**config.mk**
```make
export PLATFORM = sky130hd
export DESIGN_NAME = mem_arbiter
export DESIGN_NICKNAME = d
export VERILOG_FILES = /design/src/rtl/mem_arbiter.sv
export SDC_FILE = /design/constraint.sdc
export NUM_CORES = 1
export LEC_CHECK = 0
export CORE_UTILIZATION = 32
export CTS_BUF_LIST = sky130_fd_sc_hd__clkbuf_8 sky130_fd_sc_hd__clkbuf_16
export DETAILED_ROUTE_END_ITERATION = 10
export PLACE_DENSITY = 0.65
export SKIP_CTS_REPAIR_TIMING = 1
export SLEW_MARGIN = 20
export SYNTH_ARGS = -nofsm -noshare
export SYNTH_HDL_FRONTEND = slang
export SYNTH_SLANG_ARGS = --single-unit
```
**constraint.sdc**
```tcl
create_clock -name clk -period 2.2 [get_ports clk]
set_input_delay 0.44 -clock clk [delete_from_list [all_inputs] [get_ports clk]]
set_output_delay 0.44 -clock clk [all_outputs]
set_load 0.01 [all_outputs]
```
**src/rtl/mem_arbiter.sv**
```systemverilog
// Shares one memory request/response port between instruction fetch and the data path.
// Define MEM_ARB_TIMEOUT_EN to abort a WAIT after TIMEOUT_CYCLES with ERR_CODE.
module mem_arbiter #(
   parameter int unsigned     ADDR_W         = 32,
   parameter int unsigned     WORD_W         = 32,
   parameter int unsigned     COUNT_W        = 2,
   parameter int unsigned     CODE_W         = 2,
   parameter int unsigned     STARVE_LIMIT   = 4,
   parameter int unsigned     TIMEOUT_CYCLES = 255,
   parameter logic [CODE_W-1:0] ERR_CODE     = 2'b11
) (
   input  logic               clk,
   input  logic               aresetn,
   input  logic               i_instr_req_en,
   input  logic [ADDR_W-1:0]  i_instr_req_addr,
   output logic               o_instr_res_valid,
   output logic [WORD_W-1:0]  o_instr_res_data,
   output logic               o_instr_stall,
   input  logic               i_data_req_en,
   input  logic [ADDR_W-1:0]  i_data_req_addr,
   input  logic [WORD_W-1:0]  i_data_req_wr_data,
   input  logic               i_data_req_wr_en,
   input  logic [COUNT_W-1:0] i_data_req_count,
   output logic               o_data_res_valid,
   output logic [WORD_W-1:0]  o_data_res_rd_data,
   output logic [CODE_W-1:0]  o_data_res_code,
   output logic               o_data_stall,
   output logic               o_mem_req_valid,
   input  logic               i_mem_req_ready,
   output logic [ADDR_W-1:0]  o_mem_req_addr,
   output logic [WORD_W-1:0]  o_mem_req_wr_data,
   output logic               o_mem_req_wr_en,
   output logic [COUNT_W-1:0] o_mem_req_count,
   input  logic               i_mem_res_valid,
   input  logic [WORD_W-1:0]  i_mem_res_rd_data,
   input  logic [CODE_W-1:0]  i_mem_res_code,
   output logic [1:0]         o_dbg_state
);

   // Handshake: o_mem_req_valid rises in REQ and its fields stay frozen until the cycle
   // i_mem_req_ready is sampled high; i_mem_res_valid is only honoured in WAIT.
   typedef enum logic [1:0] {S_IDLE, S_REQ, S_WAIT, S_RESP} state_e;

   localparam int unsigned SC_W = (STARVE_LIMIT > 0) ? $clog2(STARVE_LIMIT + 1) : 1;
   localparam logic [SC_W-1:0] STARVE_MAX = SC_W'(STARVE_LIMIT);

   if (TIMEOUT_CYCLES < 1 || ERR_CODE == '0) begin : g_bad_cfg
      $error("mem_arbiter: TIMEOUT_CYCLES must be >= 1 and ERR_CODE must be nonzero");
   end

   state_e             state_q, state_d;
   logic               owner_q, owner_d;   // 1 = instruction fetch owns the port
   logic [SC_W-1:0]    starve_q, starve_d;
   logic [ADDR_W-1:0]  addr_q, addr_d;
   logic [WORD_W-1:0]  wr_data_q, wr_data_d;
   logic               wr_en_q, wr_en_d;
   logic [COUNT_W-1:0] count_q, count_d;
   logic [WORD_W-1:0]  instr_data_q, instr_data_d;
   logic [WORD_W-1:0]  data_rd_q, data_rd_d;
   logic [CODE_W-1:0]  data_code_q, data_code_d;
   logic               instr_win;
   logic               tmo_hit;

`ifdef MEM_ARB_TIMEOUT_EN
   localparam int unsigned TMO_W = (TIMEOUT_CYCLES > 1) ? $clog2(TIMEOUT_CYCLES) : 1;
   logic [TMO_W-1:0] tmo_q, tmo_d;

   assign tmo_hit = (state_q == S_WAIT) && (tmo_q == TMO_W'(TIMEOUT_CYCLES - 1));

   always_comb begin
      tmo_d = '0;
      if (state_q == S_WAIT) tmo_d = tmo_q + 1'b1;
   end

   always_ff @(posedge clk or negedge aresetn) begin
      if (!aresetn) tmo_q <= '0;
      else          tmo_q <= tmo_d;
   end
`else
   assign tmo_hit = 1'b0;
`endif

   // Data has priority; a starved fetch wins once the data path has had its quota.
   assign instr_win = i_instr_req_en &&
                      (!i_data_req_en || ((STARVE_LIMIT != 0) && (starve_q == STARVE_MAX)));

   always_comb begin
      state_d      = state_q;
      owner_d      = owner_q;
      starve_d     = starve_q;
      addr_d       = addr_q;
      wr_data_d    = wr_data_q;
      wr_en_d      = wr_en_q;
      count_d      = count_q;
      instr_data_d = instr_data_q;
      data_rd_d    = data_rd_q;
      data_code_d  = data_code_q;
      case (state_q)
         S_IDLE: begin
            if (instr_win) begin
               state_d   = S_REQ;
               owner_d   = 1'b1;
               starve_d  = '0;
               addr_d    = i_instr_req_addr;
               wr_data_d = '0;
               wr_en_d   = 1'b0;
               count_d   = '1;
            end else if (i_data_req_en) begin
               state_d   = S_REQ;
               owner_d   = 1'b0;
               addr_d    = i_data_req_addr;
               wr_data_d = i_data_req_wr_data;
               wr_en_d   = i_data_req_wr_en;
               count_d   = i_data_req_count;
               if (i_instr_req_en && (starve_q != STARVE_MAX)) starve_d = starve_q + 1'b1;
            end
         end
         S_REQ: begin
            if (i_mem_req_ready) state_d = S_WAIT;
         end
         S_WAIT: begin
            if (i_mem_res_valid) begin
               state_d = S_RESP;
               if (owner_q) begin
                  instr_data_d = i_mem_res_rd_data;
               end else begin
                  data_rd_d   = i_mem_res_rd_data;
                  data_code_d = i_mem_res_code;
               end
            end else if (tmo_hit) begin
               state_d = S_RESP;
               if (owner_q) begin
                  instr_data_d = '0;
               end else begin
                  data_rd_d   = '0;
                  data_code_d = ERR_CODE;
               end
            end
         end
         S_RESP:  state_d = S_IDLE;
         default: state_d = S_IDLE;
      endcase
   end

   always_ff @(posedge clk or negedge aresetn) begin
      if (!aresetn) begin
         state_q      <= S_IDLE;
         owner_q      <= 1'b0;
         starve_q     <= '0;
         addr_q       <= '0;
         wr_data_q    <= '0;
         wr_en_q      <= 1'b0;
         count_q      <= '0;
         instr_data_q <= '0;
         data_rd_q    <= '0;
         data_code_q  <= '0;
      end else begin
         state_q      <= state_d;
         owner_q      <= owner_d;
         starve_q     <= starve_d;
         addr_q       <= addr_d;
         wr_data_q    <= wr_data_d;
         wr_en_q      <= wr_en_d;
         count_q      <= count_d;
         instr_data_q <= instr_data_d;
         data_rd_q    <= data_rd_d;
         data_code_q  <= data_code_d;
      end
   end

   assign o_mem_req_valid    = (state_q == S_REQ);
   assign o_mem_req_addr     = addr_q;
   assign o_mem_req_wr_data  = wr_data_q;
   assign o_mem_req_wr_en    = wr_en_q;
   assign o_mem_req_count    = count_q;
   assign o_instr_res_valid  = (state_q == S_RESP) && owner_q;
   assign o_data_res_valid   = (state_q == S_RESP) && !owner_q;
   assign o_instr_res_data   = instr_data_q;
   assign o_data_res_rd_data = data_rd_q;
   assign o_data_res_code    = data_code_q;
   assign o_instr_stall      = i_instr_req_en & ~o_instr_res_valid;
   assign o_data_stall       = i_data_req_en & ~o_data_res_valid;
   assign o_dbg_state        = state_q;

endmodule

```
==> results of run 1 <==
-- cells in the mapped netlist, types with 4 or more instances --
cell type	count
nand2_1	133
o21ai_0	23
o211ai_2	27
nor2b_1	4
ha_1	6
dfrtp_1	139
mux2_2	67
clkbuf_1	24
o211ai_1	5
buf_6	5
inv_1	5
o21ai_1	14
buf_2	9
nor2_1	5
nand4_1	33
-- critical path: cells and delay by family (launching register included) --
family | cells | cell delay (ps)
DFF | 1 | 410
buffers and inverters | 2 | 700
-- power by group --
group	switching [W]	leakage, nW	total (W)	internal [W]
clock	0.00112	0.302	0.00294	0.00182
sequential	0.000704	1.70	0.00450	0.00379
combinational	0.00263	2.17	0.00612	0.00349
total	0.00445	4.17	0.0136	0.00910
-- metal layers --
layer / track usage [%] / vias to the layer above
met5: 0 / -
met4: 6.68 / 0
met3: 5.89 / 18
met2: 30.2 / 221
met1: 23.0 / 2478
li1: - / 2336
-- worst max path at each step --
stage                     slack (ps)  cells after the start            from                    end
after floorplan                  530                      3  i_instr_req_en          o_instr_stall
after global placement            10                      4   i_data_req_en   o_mem_req_wr_data[4]
after detailed placement         -80                      4   i_data_req_en  o_mem_req_wr_data[29]
after CTS                       -180                      4  o_dbg_state[0]           o_data_stall
after global routing             110                      5     starve_q[0]  o_mem_req_wr_data[28]
final                            230                      2  o_dbg_state[1]         o_dbg_state[1]
-- registers in the layout (all words and copies together), names as in the netlist --
register	flops
o_mem_req_wr_en	1
o_dbg_state	2
o_mem_req_addr	32
o_data_res_code	2
o_data_res_rd_data	32
o_mem_req_count	2
starve_q	3
owner_q	1
o_instr_res_data	32
o_mem_req_wr_data	32
-- area by class of cell --
type | count | area, um2 | share of cell area, %
flip-flops and latches | 139 | 3480 | 36.0
repair buffers | 297 | 3020 | 31.2
multi-input cells | 332 | 2260 | 23.4
clock buffers | 18 | 439 | 4.54
well taps | 229 | 287 | 2.96
clock inverters | 14 | 169 | 1.75
inverters | 5 | 18.8 | 0.194
-- cells by family (layout without fill, tap and decap cells) --
family,count (synthesis),in the layout,share of synthesized area [%]
and+or+nand+nor,182,182,13.4
DFF,139,139,58.6
AOI/OAI and AO/OA,77,77,10.5
muxes,67,67,12.7
buffers and inverters,44,334,3.60
adders and majority gates,6,6,1.26
-- per-stage QoR --
step	hold slack (ps)	util, %	TNS [ps]
3_3_place_gp	420	49.9	0
5_1_grt	512	53.5	0
2_1_floorplan	144	-	0
6_report	483	53.5	0
4_1_cts	-22.5	53.3	-479
3_5_place_dp	430	49.9	-903
==> run_results.csv, run 1 <==
group,metric,value,unit
hold_path,min_from,"o_mem_req_wr_data[27]",
die,core-area,18100,um2
cts,cts_tree,"built",
synth,postSynthAreaPerCell,11.5,um2
placed_design,post-place-ws,-79.5,ps
detailed_routing,viasPerCell,4.89,
final_layout,antenna_cells,0,
final_layout,drive_gt1_share,18.4,%
detailed_routing,via_count,5053,
critical_path,required,1760,ps
die,die_y,138,um
cts,clk_latency,420,ps
placed_design,dp_hpwl,12.6,mm
placed_design,postPlaceCellArea,9030,um2
critical_path,critical_path.max_stage_delay,570,ps
final_layout,layout_common_cells,"clkdlybuf4s50_1, dfrtp_1, nand2_1, mux2_2, nand4_1",
synth,synth_cells,515,
detailed_routing,met2RoutedLength,8.28,mm
sta,rsz0062_at_grt,"no",
synth,ys_top_cells_by_area,"dfrtp_1, mux2_2, nand2_1, o211ai_2, nand4_1",
synth,synthArstFlopShare,100,%
critical_path,cp-start-kind,"register",
power,total_power,0.0136,W
synth,synth_top_area_share,58.6,%
detailed_routing,antenna_left,0,
synth,synth_edf_count,0,
critical_path,timing.rr.start,"starve_q[0]",
hold_path,hold_path.class,"register to register",
sta,tightest_slew,840,ps
detailed_routing,top_layer,"met4",
global_routing,grt-ovfl-total,0,
power,power_density,1400,nW/um2
global_routing,grtUsageTotal,18.5,%
sta,setup_viol,0,
placed_design,place_congestion,0.749,
power,leakage,4.17,nW
hold_path,hold_depth,2,
die,dieArea,19100,um2
placed_design,placed_cells,1000,
detailed_routing,m1WireLength,7.25,mm
detailed_routing,wl_met3,1.47,mm
sta,slew_headroom,44.0,%
sta,fin_skew,7.52,ps
die,fp.dieW,138,um
global_routing,grt_max_degree,67,
detailed_routing,drc,48,
detailed_routing,first_iter_violations,283,
cts,clkTransAtPathRegs,60,ps
synth,synth_nets,660,
sta,period_needed,1970,ps
job,cap_violations,0,
final_layout,stdcell_count,1034,
synth,synth-seq-cells,139,
final_layout,syn2layout_area_growth,62.8,%
global_routing,grt_pass1_wl,27.7,mm
critical_path,crit_slowest_cell,"clkdlybuf4s50_1",
synth,synth_area,5940,um2
die,ios,279,
power,ir_drop,545,uV
synth,yosysWarnings,0,
sta,slew_violations,0,
sta,worst_slack,233,ps
critical_path,cp_cell_sequence,"buf_4 > clkdlybuf4s50_1",
placed_design,port_buffers,278,
run_status,violations,"design-rule violations",
critical_path,path_class,"register to output pin",
final_layout,final_nets,937,
critical_path,reg2reg_to,"o_mem_req_wr_data[29]",
synth,yosysSeqAreaShare,58.6,%
critical_path,reg2reg_depth,5,
critical_path,crit_arrival,1530,ps
final_layout,fin_area,9670,um2
critical_path,cp_max_fo,5,
sta,finalHoldViolations,0,
hold_path,hold_path_end,"o_mem_req_wr_data[27]",
cts,cts_made_buffers,17,
detailed_routing,drt_first_pass_iters,8,
cts,htreeDepth,4,
cts,clockBufferDepth,2,
detailed_routing,routed_wirelength,17.3,mm
critical_path,end_kind,"output pin",
sta,fin_crit_sh,89.4,%
cts,clock-sinks,139,
run_status,status,"finished with violations",
final_layout,layout_commonest_cell,"clkdlybuf4s50_1",
detailed_routing,wire_per_inst,16.7,um
final_layout,fill_cells,1553,
die,initial_core_util,32.8,%
synth,yosysTopAreaCell,"dfrtp_1",
synth,ys.flop_type,"dfrtp_1",
cts,cts-root-buf,"clkbuf_16",
sta,fmax,508,MHz
global_routing,antenna_found_initial,0,
die,num_rows,49,
critical_path,worst-r2r-setup-slack,270,ps
global_routing,grt_pass1_vias,5282,
synth,synth_cell_types,29,
(Power assumes the default switching activity.)
==> run 2: changes to the inputs <==
SKIP_CTS_REPAIR_TIMING = default   (was 1)
==> run 2 against run 1 <==
  * Non-clock buffer count up 1
  * Critical path depth up 2
  * Global-route usage about the same
  * The flow still finishes with violations (design-rule violations)
  * Setup slack worse by 95 ps
  * Worst hold slack is essentially flat
  * Clock power about the same
  * Sequential power hardly changed
  * Largest power group unchanged
  * Critical endpoint is now o_data_stall
  * Maximum frequency down 4.6%
  * Utilization is essentially flat
  * Sequential share of layout area about the same
  * Critical path type unchanged
  * Routed wire length grew 0.21%
==> run_results.csv, run 2 (synthesis gave the netlist of run 1 again) <==
group,metric,value,unit
critical_path,timing.rr.start,"starve_q[0]",
final_layout,fill_cells,1554,
critical_path,end_kind,"output pin",
sta,finalHoldViolations,0,
critical_path,cp_max_fo,5,
die,num_rows,49,
global_routing,use_met1,23.0,%
global_routing,grtUsageMet3,5.89,%
detailed_routing,drt_first_pass_iters,8,
final_layout,seqCellArea,3480,um2
critical_path,crit_slowest_cell,"dfrtp_1",
sta,setup_viol,0,
placed_design,place_congestion,0.749,
critical_path,worst-path-buf-inv,1,
critical_path,reg2reg_depth,5,
die,core-area,18100,um2
detailed_routing,first_iter_violations,297,
cts,cts-root-buf,"clkbuf_16",
job,cap_violations,0,
sta,fin_skew,8.17,ps
cts,cts_made_buffers,17,
power,leakage,4.14,nW
cts,clockBufferDepth,2,
critical_path,crit_arrival,1620,ps
global_routing,grt_pass1_wl,27.8,mm
final_layout,drive_gt1_share,18.4,%
power,power_density,1400,nW/um2
cts,htreeDepth,4,
critical_path,cp-start-kind,"register",
global_routing,grt_max_degree,67,
die,initial_core_util,32.8,%
final_layout,fin_area,9660,um2
sta,fin_crit_sh,93.7,%
global_routing,top_usage_layer,"met2",
detailed_routing,routed_wirelength,17.3,mm
final_layout,layout_commonest_cell,"clkdlybuf4s50_1",
critical_path,cp-startpoint,"o_dbg_state[1]",
cts,clkTransAtPathRegs,60,ps
global_routing,antenna_found_initial,0,
critical_path,crit_end,"o_data_stall",
critical_path,critical_path.max_stage_delay,430,ps
critical_path,path_class,"register to output pin",
die,fp.dieW,138,um
run_status,violations,"design-rule violations",
placed_design,postPlaceCellArea,9030,um2
sta,slew_headroom,43.2,%
sta,slew_violations,0,
final_layout,antenna_cells,0,
critical_path,cp_cell_sequence,"ha_1 > nor2b_2 > nor2b_1 > dlygate4sd2_1",
critical_path,reg2reg_to,"o_mem_req_wr_data[28]",
power,ir_drop,546,uV
cts,clock-sinks,139,
critical_path,worst-r2r-setup-slack,260,ps
critical_path,cp.depth,4,
global_routing,grtUsageTotal,18.5,%
detailed_routing,drc,48,
sta,period_needed,2060,ps
detailed_routing,viasPerCell,4.88,
die,die_y,138,um
global_routing,grt-ovfl-total,0,
final_layout,syn2layout_area_growth,62.7,%
global_routing,use_met2,30.2,%
placed_design,port_buffers,278,
run_status,status,"finished with violations",
die,ios,279,
critical_path,cp_top_family,"flip-flops",
detailed_routing,via_count,5049,
sta,fmax,485,MHz
die,dieArea,19100,um2
placed_design,post-place-ws,-79.5,ps
hold_path,hold_path.class,"register to register",
cts,clk_latency,420,ps
detailed_routing,wire_per_inst,16.7,um
placed_design,dp_hpwl,12.6,mm
final_layout,multi_input_area,2260,um2
cts,cts_tree,"built",
detailed_routing,antenna_left,0,
global_routing,grt_pass1_vias,5300,
final_layout,final_nets,938,
sta,worst_slack,138,ps
critical_path,required,1760,ps
sta,rsz0062_at_grt,"no",
sta,tightest_slew,851,ps
final_layout,layout_common_cells,"clkdlybuf4s50_1, dfrtp_1, nand2_1, mux2_2, nand4_1",
run 2: cell count changes in the layout (fill, tap and decap cells not counted):
cell	previous run	this run
buf_4	12	13
dfrtp_1	138	139
dfrtp_2	1	0
dlygate4sd2_1	0	4
dlymetal6s2s_1	5	1
run 2: area by class of cell:
type                       count  area share (%)
tap                          229            2.97
timing repair buffer         298            31.1
clock buffer                  18            4.54
multi-input combinational    332            23.4
clock inverter                14            1.75
sequential                   139            36.0
inverter                       5           0.194
run 2: how the worst min path moves through the flow:
stage / from / to / slack [ps] / depth (start not counted)
after global placement: aresetn / o_instr_res_data[15] / 420 / 1
after CTS: o_mem_req_wr_data[2] / o_mem_req_wr_data[2] / 490 / 2
after floorplan: aresetn / o_data_res_code[0] / 140 / 0
after global routing: o_mem_req_addr[27] / o_mem_req_addr[27] / 510 / 2
after detailed placement: aresetn / o_instr_res_data[15] / 430 / 1
final: o_mem_req_wr_data[27] / o_mem_req_wr_data[27] / 480 / 2
run 2: metrics by stage:
| stage | instances | power (W) | hold WS, ps | TNS [ps] | utilization (%) |
|---|---|---|---|---|---|
| 5_1_grt | 1035 | 0.0143 | 512 | 0 | 53.4 |
| 4_1_cts | 1035 | 0.0137 | 486 | 0 | 53.4 |
| 6_report | 1035 | 0.0136 | 483 | 0 | 53.4 |
| 3_5_place_dp | 1000 | 0.0107 | 430 | -903 | 49.9 |
| 2_1_floorplan | 515 | 0.00715 | 144 | 0 | - |
| 3_3_place_gp | 1000 | 0.0105 | 420 | 0 | 49.9 |
run 2: worst register-to-register path: stages (launching register included):
cell and delay (ps):
dfrtp_1 410, inv_1 70, ha_1 170, a21bo_1 140, and2_4 670, o21ai_0 310
run 2: what timing repair did:
action | 4_1_cts | 5_1_grt
setup endpoints to repair | 4 | 1
endpoints found under the hold margin | 25 | 0
hold buffers | 1 | 0
gates cloned | 0 | 0
resized for setup | 5 | 1
setup buffers | 2 | 0
run 2: power by group:
part	leakage [nW]	total, W	internal (W)	switching, W
clock	0.302	0.00294	0.00182	0.00113
sequential	1.71	0.00449	0.00379	0.000698
combinational	2.13	0.00613	0.00349	0.00264
run 2: per-layer routing:
| metal | vias up | routed length [um] |
|---|---|---|
| met5 | - | 0 |
| met4 | 0 | 257 |
| li1 | 2338 | - |
| met1 | 2472 | 7310 |
| met3 | 18 | 1470 |
| met2 | 221 | 8250 |
==> run 3: changes to the inputs <==
CTS_CLUSTER_SIZE = 30   (was default)
==> results of run 3 <==
The final DEF is identical to that of run 2; final timing and power are the same.
